[src/rtl/card_info_lookup.sv]
// rtl/card_info_lookup.sv - Multi-field card attribute lookup: BIN index -> pointer row -> field names.
module card_info_lookup #(
    parameter int INDEX_DEPTH = 2638,
    parameter int INDEX_AW    = 12,
    parameter int NUM_FIELDS  = 2,
    parameter int PTR_W       = 4,
    parameter int NAME_DEPTH  = 16,
    parameter int NAME_W      = 80,
    parameter logic [NAME_W-1:0] NOT_FOUND = 80'h4E4F5420464F554E4420
) (
    input  logic                         CLOCK_50,
    input  logic                         resetn,
    input  logic                         start,
    input  logic                         req_found,
    input  logic [INDEX_AW-1:0]          req_index,
    output logic                         busy,
    output logic                         done,
    output logic                         hit,
    output logic                         out_of_range,
    output logic [NUM_FIELDS*NAME_W-1:0] fields
);

    localparam int ROW_W = NUM_FIELDS * PTR_W;
    localparam int FW    = (NUM_FIELDS > 1) ? $clog2(NUM_FIELDS) : 1;

    typedef enum logic [2:0] {
        S_IDLE,
        S_IDX,
        S_NAME,
        S_CAPT,
        S_DONE
    } state_t;

    state_t                         state_q, state_d;
    logic [FW-1:0]                  f_q, f_d;
    logic [INDEX_AW-1:0]            idx_q, idx_d;
    logic [NUM_FIELDS*NAME_W-1:0]   fields_q, fields_d;
    logic                           hit_q, hit_d;
    logic                           oor_q, oor_d;
    logic [ROW_W-1:0]               row_q;
    logic [NAME_W-1:0]              name_q;
    logic                           ptr_bad_q;
    logic [PTR_W-1:0]               cur_ptr;

    // ROM contents: field f of row r points at name (3*r + 2*f + 1) mod 2**PTR_W.
    function automatic logic [ROW_W-1:0] idx_rom_word(input logic [INDEX_AW-1:0] a);
        logic [ROW_W-1:0] w;
        int v;
        w = '0;
        v = int'(a);
        for (int f = 0; f < NUM_FIELDS; f++) begin
            w[f*PTR_W +: PTR_W] = PTR_W'(3 * v + 2 * f + 1);
        end
        return w;
    endfunction

    // Name p is the ten characters "FIELD_<two decimal digits>  ".
    function automatic logic [NAME_W-1:0] name_rom_word(input logic [PTR_W-1:0] p);
        int v;
        v = int'(p);
        return NAME_W'({"FIELD_", 8'(8'h30 + v / 10), 8'(8'h30 + v % 10), "  "});
    endfunction

    assign cur_ptr = row_q[int'(f_q)*PTR_W +: PTR_W];

    always_ff @(posedge CLOCK_50) begin
        row_q     <= idx_rom_word(idx_q);
        name_q    <= name_rom_word(cur_ptr);
        ptr_bad_q <= (int'(cur_ptr) >= NAME_DEPTH);
    end

    always_ff @(posedge CLOCK_50) begin
        if (!resetn) begin
            state_q  <= S_IDLE;
            f_q      <= '0;
            idx_q    <= '0;
            fields_q <= '0;
            hit_q    <= 1'b0;
            oor_q    <= 1'b0;
        end else begin
            state_q  <= state_d;
            f_q      <= f_d;
            idx_q    <= idx_d;
            fields_q <= fields_d;
            hit_q    <= hit_d;
            oor_q    <= oor_d;
        end
    end

    always_comb begin
        state_d  = state_q;
        f_d      = f_q;
        idx_d    = idx_q;
        fields_d = fields_q;
        hit_d    = hit_q;
        oor_d    = oor_q;
        case (state_q)
            S_IDLE, S_DONE: begin
                if (start) begin
                    idx_d    = req_index;
                    fields_d = '0;
                    hit_d    = 1'b0;
                    oor_d    = 1'b0;
                    if (!req_found) begin
                        state_d  = S_DONE;
                        fields_d = {NUM_FIELDS{NOT_FOUND}};
                    end else if (int'(req_index) >= INDEX_DEPTH) begin
                        state_d  = S_DONE;
                        oor_d    = 1'b1;
                        fields_d = {NUM_FIELDS{NOT_FOUND}};
                    end else begin
                        state_d = S_IDX;
                    end
                end
            end
            S_IDX: begin
                state_d = S_NAME;
                f_d     = '0;
            end
            S_NAME: begin
                state_d = S_CAPT;
            end
            S_CAPT: begin
                fields_d[int'(f_q)*NAME_W +: NAME_W] = ptr_bad_q ? NOT_FOUND : name_q;
                if (f_q == FW'(NUM_FIELDS - 1)) begin
                    state_d = S_DONE;
                    hit_d   = 1'b1;
                end else begin
                    f_d     = f_q + 1'b1;
                    state_d = S_NAME;
                end
            end
            default: state_d = S_IDLE;
        endcase
    end

    assign busy         = (state_q == S_IDX) || (state_q == S_NAME) || (state_q == S_CAPT);
    assign done         = (state_q == S_DONE);
    assign hit          = hit_q;
    assign out_of_range = oor_q;
    // Partially captured fields stay internal until the result is complete.
    assign fields       = done ? fields_q : '0;

endmodule

[config.mk]
export PLATFORM = sky130hd
export DESIGN_NAME = card_info_lookup
export DESIGN_NICKNAME = d
export VERILOG_FILES = /design/src/rtl/card_info_lookup.sv
export SDC_FILE = /design/constraint.sdc
export NUM_CORES = 1
export LEC_CHECK = 0
export ABC_AREA = 1
export CAP_MARGIN = 20
export CORE_MARGIN = 5
export CORE_UTILIZATION = 42
export DETAILED_ROUTE_END_ITERATION = 10
export GPL_ROUTABILITY_DRIVEN = 1
export GPL_TIMING_DRIVEN = 0
export PLACE_DENSITY = 0.83
export SKIP_LAST_GASP = 1
export SLEW_MARGIN = 5
export SYNTH_ARGS = -nofsm -noshare
export SYNTH_HDL_FRONTEND = slang
export SYNTH_SLANG_ARGS = --single-unit
[constraint.sdc]
create_clock -name CLOCK_50 -period 2.78 [get_ports CLOCK_50]
set_input_delay 0.417 -clock CLOCK_50 [delete_from_list [all_inputs] [get_ports CLOCK_50]]
set_output_delay 0.417 -clock CLOCK_50 [all_outputs]
set_load 0.02 [all_outputs]
Word-level counts from Yosys, hierarchy flattened
Cells that the tools add are included.
{"block": "classes", "mux": 18, "shift": 3, "div": 2, "add_sub_neg": 7, "n_reduce_logical": 9, "order_cmp": 1, "multipliers": 2, "n_eq_ne": 6}
{"op": "160-bit 2-to-1 mux", "n": 2}
{"op": "160-bit one-hot mux with 2 select lines", "n": 1}
{"op": "159-bit 2-to-1 mux", "n": 2}
{"op": "160-bit bitwise mux", "n": 1}
{"op": "80-bit by 33-bit variable shift with 160-bit output, first input constant", "n": 1}
{"op": "80-bit by 33-bit variable part select with 160-bit output", "n": 1}
{"op": "8-bit negator with 33-bit output", "n": 1}
{"op": "4-bit by 4-bit divider with 32-bit output, second input constant", "n": 1}
{"op": "4-bit by 4-bit remainder unit with 32-bit output, second input constant", "n": 1}
{"op": "6-bit by 8-bit adder with 8-bit output, first input constant", "n": 2}
{"op": "12-bit greater-or-equal comparator, second input constant", "n": 1}
{"op": "2-bit by 12-bit multiplier with 4-bit output, first input constant", "n": 1}
{"op": "3-bit 2-to-1 mux", "n": 4}
{"op": "3-bit one-hot mux with 4 select lines", "n": 1}
{"op": "4-bit by 2-bit adder with 4-bit output, second input constant", "n": 2}
{"op": "8-bit by 4-bit variable part select with 4-bit output", "n": 1}
{"op": "3-bit by 2-bit equality test with 1-bit output, second input constant", "n": 2}
{"op": "1-bit 2-to-1 mux", "n": 5}
{"op": "4-bit by 1-bit adder with 4-bit output, second input constant", "n": 1}
{"op": "1-bit by 3-bit multiplier with 4-bit output, second input constant", "n": 1}
{"op": "2-bit inequality test, second input constant", "n": 2}
{"op": "1-bit one-hot mux with 2 select lines", "n": 2}
{"op": "2-bit AND reduction", "n": 2}
{"op": "2-bit nonzero test", "n": 2}
{"op": "other kinds (7)", "n": 8}
{"block": "totals", "out_inout_bits": 164, "word_cells": 56, "reg_bits": 202}

Depth between registers and ports, before layout
Gate-level depths: netlist (run 1).
{"block": "logic_depth", "word_depth": 5, "ltp_mapped": 10, "depth_no_buf": 9}

Least setup slack after synthesis (run 1)
OpenSTA, ideal clock, no wires.
{"block": "synth_path", "path_type": "reg-to-output", "start": "reg state_q[0]", "end": "out fields[28]", "path_stages_with_launch": 8, "path_buffers": 2, "t_required_ns": 2.363, "t_arrival_ns": 2.302, "path_slack_ns": 0.061, "path_cell_list": "dfxtp_1 -> nor2_2 -> inv_1 -> nor2_1 -> inv_2 -> clkbuf_1 -> nor2_1 -> buf_4"}
{"block": "synth_between", "elab_chain_cells": 2}
{"item": "from (decl)", "line_no": "34", "source": "state_t state_q, state_d;"}
{"item": "from (signal assigned)", "line_no": "81", "source": "state_q <= state_d;"}
{"item": "3-bit equality test", "line_no": "138", "source": "assign done = (state_q == S_DONE);"}
{"item": "via done", "line_no": "17", "source": "output logic done,"}
{"item": "160-bit 2-to-1 mux", "line_no": "142", "source": "assign fields = done ? fields_q : '0;"}
{"item": "to (decl)", "line_no": "20", "source": "output logic [NUM_FIELDS*NAME_W-1:0] fields"}
The timed path passes the listed nets, and every way through them passes these cells.

Worst setup path in the final report (run 1)
{"block": "layout_path", "start": "reg state_q[0]", "end": "out fields[129]"}
{"block": "layout_between", "elab_chain_cells": 2}
{"item": "3-bit equality test", "line_no": "138"}
{"item": "160-bit 2-to-1 mux", "line_no": "142"}
No other way between the ends.

==> qor.yml, run 1 <==
outcome: "complete, no violations"
rows: 34
drt-pass1-iter-count: 4
fillers: 770
core_area_um2: 8720
gp_congestion: 0.860
required_ns: 2.36
portBuffers: 124
finalHoldViolations: 0
synth_edf_count: 0
period_share_pct: 97.6
cts_tree: "built"
final_cell_mix: "buf_4, inv_1, dfxtp_1, dlygate4sd2_1, conb_1"
ys_async_sr_fraction_pct: 0
numClockSinks: 68
worstPathMaxFanout: 10
reg2reg_slack_ns: 1.03
wl_per_cell_um: 11.3
grt_overflow: 0
cts_hold_buf: 0
grt_max_degree: 18
p_leak_uw: 0.00336
finalNetCount: 716
grt.total_usage_pct: 16.1
sw_frac_of_total_pct: 30.4
rsz0062_at_grt: "true"
cts-htree-levels: 3
antenna_left: 0
via_count: 3339
final_util_pct: 64.3
syn2layout_area_growth_pct: 49.3
worst_setup_path_start_kind: "flop"
drtIter0Drc: 150
clockBufferDepth: 2
yosysWarnings: 0
place_area_um2: 5340
powerDensity_nw_per_um2: 421
cts_root_buf: "clkbuf_8"
stdcell_area_um2: 5610
drv_slew: 0
worst_slew_pin_slew_ns: 0.596
hpwl_um: 7370
diodes: 0
cap_violations: 0
peakVddDrop_v: 0.000278
antenna_found_initial: 0
drc: 0
vias_per_cell: 4.14
finalSetupTns_ns: 0
clock_skew_ns: 0.00910
numCtsBuffers: 9
dieArea_um2: 10900
netlist_area_um2: 3750
die_h_um: 105
crit_type: "flop to output pin"
chipWidth_um: 105
path_clk_slew_ns: 0.07
synthCells: 498
synth.distinct_cells: 34
period_needed_ns: 2.71
ys.flop_type: "dfxtp_1"
synth_seq_cells: 68
drive_above_1_share_pct: 24.1
start_util_pct: 43.1
clkLatencyLatePin_ns: 0.34
switching_power_uw: 716
ys_seq_area_share_pct: 36.3
pwr-share-clk_pct: 29.1
slew_headroom_pct: 60.2
pin_count: 180
seqCellArea_um2: 1360
multi_input_area_um2: 1380
syn_avg_cell_area_um2: 7.54
wl_um: 9080
setup-violations-final: 0
critPathArrivalTime_ns: 2.30
power_frac_seq_pct: 47.0
grt_pass1_wl_um: 14700
max_freq_ghz: 0.368
combPwrFrac_pct: 23.9
first_global_vias: 3167
internal-power_uw: 1640
setup.worst_path.end_class: "output pin"
hp-class: "flop to flop"
final_common_cell: "buf_4"
## per-stage QoR
step | total power, uW | setup WS, ns | hold WS (ns) | std cells
3_3_place_gp | 1670 | -0.396 | 0.319 | 785
2_1_floorplan | 1540 | 0.0614 | 0.310 | 553
4_1_cts | 2370 | -0.0294 | 0.335 | 805
5_1_grt | 2490 | -0.0905 | 0.364 | 806
6_report | 2360 | 0.0660 | 0.335 | 806
3_5_place_dp | 1690 | -0.474 | 0.317 | 785
## repair_timing
item                                    CTS  global route
pin swaps                                 3             1
endpoints found under the setup margin   70            36
gates resized for setup                  78            33
setup buffers                             4             1
## worst paths after layout
check | cells past startpoint | endpoint | startpoint
worst max register to register | 7 | name_q[21] | f_q
worst min register to register | 0 | name_q[16] | row_q[4]
worst max-delay path | 7 | fields[129] | state_q[0]
worst min-delay path | 0 | name_q[16] | row_q[4]
## cell usage after synthesis, types with 2 or more instances
master,instances,area share [%]
ha_1,6,2.0
nor2_1,56,5.6
buf_2,3,0.40
clkbuf_1,7,0.70
dfxtp_1,68,36
nand2_1,52,5.2
conb_1,2,0.20
a21oi_1,41,5.5
buf_6,4,1.2
inv_2,6,0.60
o21ai_1,3,0.40
nor3_2,5,1.3
nand2_4,3,0.90
nor3_1,12,1.6
nand4_1,2,0.33
o21ai_0,12,1.6
or2_1,2,0.33
buf_4,118,24
nand3_1,9,1.2
xor2_1,5,1.2
inv_1,69,6.9
## power by group through the flow
stage	clock (uW)	combinational (uW)	sequential, uW
2_1_floorplan	0	418	1120
3_3_place_gp	0	545	1130
3_5_place_dp	0	563	1130
4_1_cts	701	562	1110
5_1_grt	742	628	1120
6_report	687	564	1110
## registers in the layout (all words and copies together), names as in the netlist
register	cells
idx_q	4
state_q	3
hit	1
row_q	7
fields_q	42
name_q	9
f_q	1
out_of_range	1
## cell type report
class	count	share of cell area, %
Clock inverter	2	0.179
Multi-Input combinational cell	276	24.7
Inverter	76	5.09
Tap cell	108	2.41
Timing Repair Buffer	129	23.1
Buffer	133	17.5
Clock buffer	14	2.72
Sequential cell	68	24.3
## logic make-up after synthesis
logic type / synth area share [%]
buffers and inverters: 33.6
AND/OR/NAND/NOR: 17.8
XOR/XNOR: 1.40
adder cells (fa/ha/maj): 2.53
flip-flops: 36.3
AO/OA/AOI/OAI: 8.26
other: 0.200
## per-layer routing
metal	part of all wire [%]	global-route usage, %	vias up
met4	2.4	6.75	0
met1	37	16.9	1439
li1	-	-	1728
met2	51	28.9	152
met3	9.9	5.86	20
met5	0	0	-
## worst max-delay path, cell delays in order, from the launching register on
cell and delay, ns:
dfxtp_1 0.38, nor2_2 0.18, inv_1 0.05, nor2_1 0.20, inv_2 0.12, clkbuf_2 0.24
nor2_1 0.15, clkdlybuf4s50_1 0.63
Power figures use the tool's default switching activity.
==> run 2: changes to the inputs <==
==> constraint.sdc (replaced) <==
create_clock -name CLOCK_50 -period 2.9 [get_ports CLOCK_50]
set_input_delay 0.435 -clock CLOCK_50 [delete_from_list [all_inputs] [get_ports CLOCK_50]]
set_output_delay 0.435 -clock CLOCK_50 [all_outputs]
set_load 0.02 [all_outputs]
==> run 2 against run 1 <==
Against the previous run:
- clock-buffer cell count stayed put
- sequential power is 5% lower
- sequential cell count unchanged
- highest routed layer unchanged
- register-to-register slack improved by 0.12 ns
==> qor.yml, run 2 (synthesized netlist as in run 1, its figures left out) <==
stdcell_count: 807
internal-power_uw: 1580
drive_above_1_share_pct: 24.2
whs_ns: 0.334
final_common_cell: "buf_4"
drtIter0Drc: 129
dieArea_um2: 10900
hpwl_um: 7370
chipWidth_um: 105
drc: 0
worstPathMaxFanout: 10
finalSetupTns_ns: 0
portBuffers: 124
slew_headroom_pct: 60.9
wl_um: 9080
drv_slew: 0
via_count: 3364
diodes: 0
peakVddDrop_v: 0.000273
syn2layout_area_growth_pct: 50.5
switching_power_uw: 689
outcome: "complete, no violations"
path_clk_slew_ns: 0.07
place_area_um2: 5340
r2r_cells: 7
combPwrFrac_pct: 24.0
clockBufferDepth: 2
worst_slew_pin_slew_ns: 0.586
top_regs: "fields_q x42, name_q x9, row_q x7"
die_h_um: 105
critPathArrivalTime_ns: 2.43
drt-pass1-iter-count: 5
sw_frac_of_total_pct: 30.4
powerDensity_nw_per_um2: 401
period_needed_ns: 2.86
grt.total_usage_pct: 16.1
clock_skew_ns: 0.00737
core_area_um2: 8720
dp_cells: 785
setup-violations-final: 0
largest_reg_flops: 42
final_cell_mix: "buf_4, inv_1, dfxtp_1, clkdlybuf4s50_1, conb_1"
cts_root_buf: "clkbuf_8"
wl_per_cell_um: 11.2
p_leak_uw: 0.00329
setup.worst_path.end_class: "output pin"
numClockSinks: 68
rsz0062_at_grt: "true"
regMostFlops: "fields_q"
crit_type: "flop to output pin"
period_share_pct: 98.6
worst_setup_path_start_kind: "flop"
start_util_pct: 43.1
min_path_cells: 0
hp-class: "flop to flop"
finalNetCount: 717
power_frac_seq_pct: 46.9
max_freq_ghz: 0.350
finalHoldViolations: 0
cts-htree-levels: 3
pin_count: 180
stdcell_area_um2: 5650
antenna_found_initial: 0
clkLatencyLatePin_ns: 0.35
first_global_vias: 3172
cap_violations: 0
gp_congestion: 0.860
required_ns: 2.47
cts_hold_buf: 0
pwr-share-clk_pct: 29.1
numCtsBuffers: 9
grt_overflow: 0
grt_max_degree: 18
rows: 34
grt_pass1_wl_um: 14700
vias_per_cell: 4.17
antenna_left: 0
cts_tree: "built"
==> run 2: changes by cell type in the layout (fill, tap and decap cells not counted), sizes merged <==
| cell | previous run | this run |
|---|---|---|
| buf | 131 | 132 |
| clkdlybuf4s15 | 3 | 0 |
| clkdlybuf4s50 | 32 | 58 |
| dlygate4sd2 | 61 | 35 |
| dlymetal6s2s | 28 | 31 |
==> run 2: stage by stage <==
stage	worst slack (ns)	power [uW]	utilization, %
after floorplan	0.163	1470	-
after global placement	-0.294	1600	61.2
after detailed placement	-0.372	1620	61.2
after CTS	-0.00648	2280	63.6
after global routing	-0.0756	2390	64.8
final	0.0394	2270	64.8
==> run 2: critical path, cell delays in order, from the launching register on <==
cell	delay, ns
dfxtp_1	0.39
nor2_2	0.16
inv_1	0.05
nor2_1	0.20
inv_2	0.12
clkbuf_4	0.23
nor2_4	0.18
clkbuf_2	0.19
buf_4	0.12
buf_4	0.09
dlygate4sd2_1	0.33
==> run 2: layout make-up <==
cell class | instances | area, um^2
clock buffer | 14 | 153
multi-input combinational | 276 | 1390
buffer | 133 | 980
fill | 747 | 3070
inverter | 76 | 285
sequential | 68 | 1360
timing repair buffer | 130 | 1340
tap | 108 | 135
clock inverter | 2 | 10.0
==> run 2: what timing repair did <==
action / in CTS / in global routing
setup buffers: 2 / 4
setup endpoints to repair: 65 / 43
pin swaps: 2 / 3
gates resized for setup: 49 / 33
==> run 2: worst paths after layout <==
| check | slack (ns) | startpoint | endpoint |
|---|---|---|---|
| max | 0.04 | state_q[1] | fields[66] |
| min | 0.33 | row_q[4] | name_q[16] |
| max reg2reg | 1.15 | f_q | name_q[21] |
| min reg2reg | 0.33 | row_q[4] | name_q[16] |
==> run 2: power by group through the flow <==
stage / Clock [uW] / Sequential (uW) / Combinational (uW)
after floorplan: 0 / 1070 / 400
after global placement: 0 / 1080 / 522
after detailed placement: 0 / 1080 / 540
after CTS: 672 / 1060 / 542
after global routing: 712 / 1070 / 604
final: 660 / 1060 / 544
==> run 2: layer usage <==
layer,GRT usage [%],wire length [um],vias to the layer above,part of all wire (%)
met4,7.03,174,0,1.9
met5,0,0,-,0
met3,5.86,879,16,9.7
li1,-,-,1735,-
met2,28.9,4690,151,52
met1,16.9,3330,1462,37
==> run 3: changes to the inputs <==
--- a/config.mk
+++ b/config.mk
@@ -6,15 +6,16 @@
 export NUM_CORES = 1
 export LEC_CHECK = 0
 export ABC_AREA = 1
-export CAP_MARGIN = 20
 export CORE_MARGIN = 5
 export CORE_UTILIZATION = 42
 export DETAILED_ROUTE_END_ITERATION = 10
 export GPL_ROUTABILITY_DRIVEN = 1
 export GPL_TIMING_DRIVEN = 0
 export PLACE_DENSITY = 0.83
+export REMOVE_ABC_BUFFERS = 1
 export SKIP_LAST_GASP = 1
 export SLEW_MARGIN = 5
 export SYNTH_ARGS = -nofsm -noshare
 export SYNTH_HDL_FRONTEND = slang
 export SYNTH_SLANG_ARGS = --single-unit
+export TNS_END_PERCENT = 30
==> run 3 against run 2 <==
Against the previous run:
- sequential power is essentially flat
- hold slack better by 0.0023 ns
- highest routed layer unchanged
- critical path depth down 3
- wire length is 14% lower
- clock-buffer cell count is 2 lower
- register-to-register slack about the same
- critical endpoint is now fields[5]
- clock power rose by 2%
==> qor.yml, run 3 (synthesized netlist as in run 1, its figures left out) <==
setup-violations-final: 0
cpMaxStageDelayCell: "clkdlybuf4s50_1"
reg2reg_slack_ns: 1.14
period_needed_ns: 2.72
cts_tree: "built"
drive_above_1_share_pct: 7.30
via_count: 2847
cts_hold_buf: 0
top_regs: "fields_q x42, name_q x9, row_q x7"
dp_cells: 652
rsz0062_at_grt: "false"
worst_setup_path_start_kind: "flop"
drc: 0
max_freq_ghz: 0.368
drtIter0Drc: 91
crit_type: "flop to output pin"
drt-met1-wl_um: 2800
wl_met2_um: 4030
setup.worst_path.end_class: "output pin"
start_util_pct: 43.1
cpMostUsedCell: "nor2_2"
dr_wl_met3_um: 845
critPathTopFamily: "buffers and inverters"
finalNetCount: 580
hp-class: "flop to flop"
cap_violations: 0
required_ns: 2.47
crit_path_start: "state_q[0]"
gp_congestion: 0.758
grt_max_degree: 44
critPathArrivalTime_ns: 2.28
numClockSinks: 68
clock_skew_ns: 0.0109
powerDensity_nw_per_um2: 471
peakVddDrop_v: 0.000205
worst_slew_pin_slew_ns: 1.17
grt_pass1_wl_um: 12800
regMostFlops: "fields_q"
dieArea_um2: 10900
chipWidth_um: 105
antenna_left: 0
cpPeakStageDelay_ns: 0.61
portBuffers: 124
final_common_cell: "clkdlybuf4s50_1"
clkLatencyLatePin_ns: 0.34
finalSetupTns_ns: 0
cts-htree-levels: 3
hpwl_um: 5860
pre_cts_ws_ns: -0.261
drt-pass1-iter-count: 4
reg2reg_from: "f_q"
die_h_um: 105
period_share_pct: 93.6
vias_per_cell: 4.25
first_global_vias: 2771
setup_slack_ns: 0.184
diodes: 0
syn2layout_area_growth_pct: 23.2
crit_chain: "nor2_2 > inv_1 > nor2_2 > inv_6 > nor2_4 > buf_12 > clkdlybuf4s50_1"
core_area_um2: 8720
clockBufferDepth: 2
stdcell_count: 670
largest_reg_flops: 42
path_clk_slew_ns: 0.07
highest_layer: "met4"
critical_path_buf_inv_count: 4
wl_um: 7790
rows: 34
min_from: "row_q[4]"
grt.total_usage_pct: 13.9
cts_root_buf: "clkbuf_8"
grt_overflow: 0
slew_headroom_pct: 21.6
wl_per_cell_um: 11.6
antenna_found_initial: 0
p_leak_uw: 0.00183
worstPathMaxFanout: 43
finalHoldViolations: 0
drv_slew: 0
numCtsBuffers: 9
outcome: "complete, no violations"
pin_count: 180
final_cell_mix: "clkdlybuf4s50_1, inv_1, dfxtp_1, conb_1, nand2_1"
==> run 3: worst paths after layout <==
check                                  end  depth (start not counted)
worst max-delay path             fields[5]                          7
worst min-delay path            name_q[16]                          0
worst max register to register  name_q[21]                          7
worst min register to register  name_q[16]                          0
==> run 3: routing by layer <==
metal  global-route usage [%]  up-vias
li1                         -     1454
met3                     5.49       10
met2                     26.2      126
met1                     13.8     1257
met5                        0        -
met4                     4.72        0
==> run 3: per-stage QoR <==
step	instance area, um^2	hold slack, ns	power [uW]	util, %
floorplan	2990	0.310	1370	-
global placement	4360	0.313	1500	50.0
detailed placement	4360	0.329	1510	50.0
CTS	4600	0.346	2200	52.8
global route	4620	0.362	2310	53.0
finish	4620	0.337	2180	53.0
==> run 3: worst register-to-register path, stage by stage, from the launching register on <==
cell and delay, ns:
dfxtp_1 0.43, inv_2 0.10, or2_1 0.21, o21ai_0 0.14, inv_1 0.15, ha_1 0.20
nor3_1 0.18, ha_1 0.25
==> run 3: cell type report <==
class | count | area (um^2)
fill | 830 | 4100
timing repair buffer | 126 | 1280
clock inverter | 4 | 25.0
multi-input combinational | 276 | 1390
inverter | 76 | 290
tap | 108 | 135
clock buffer | 12 | 145
sequential | 68 | 1360
==> run 3: report_power, final <==
part	internal, uW	switching, uW	leakage, uW
combinational	148	297	0.00119
sequential	1020	40.3	0.000558
clock	331	341	0.0000824
==> run 3: repair_timing <==
item / CTS / global route
resized for setup: 10 / 5
endpoints found under the setup margin: 65 / 68
hold endpoints to repair: 0 / 0
setup buffers: 2 / 0
pin swaps: 2 / 0
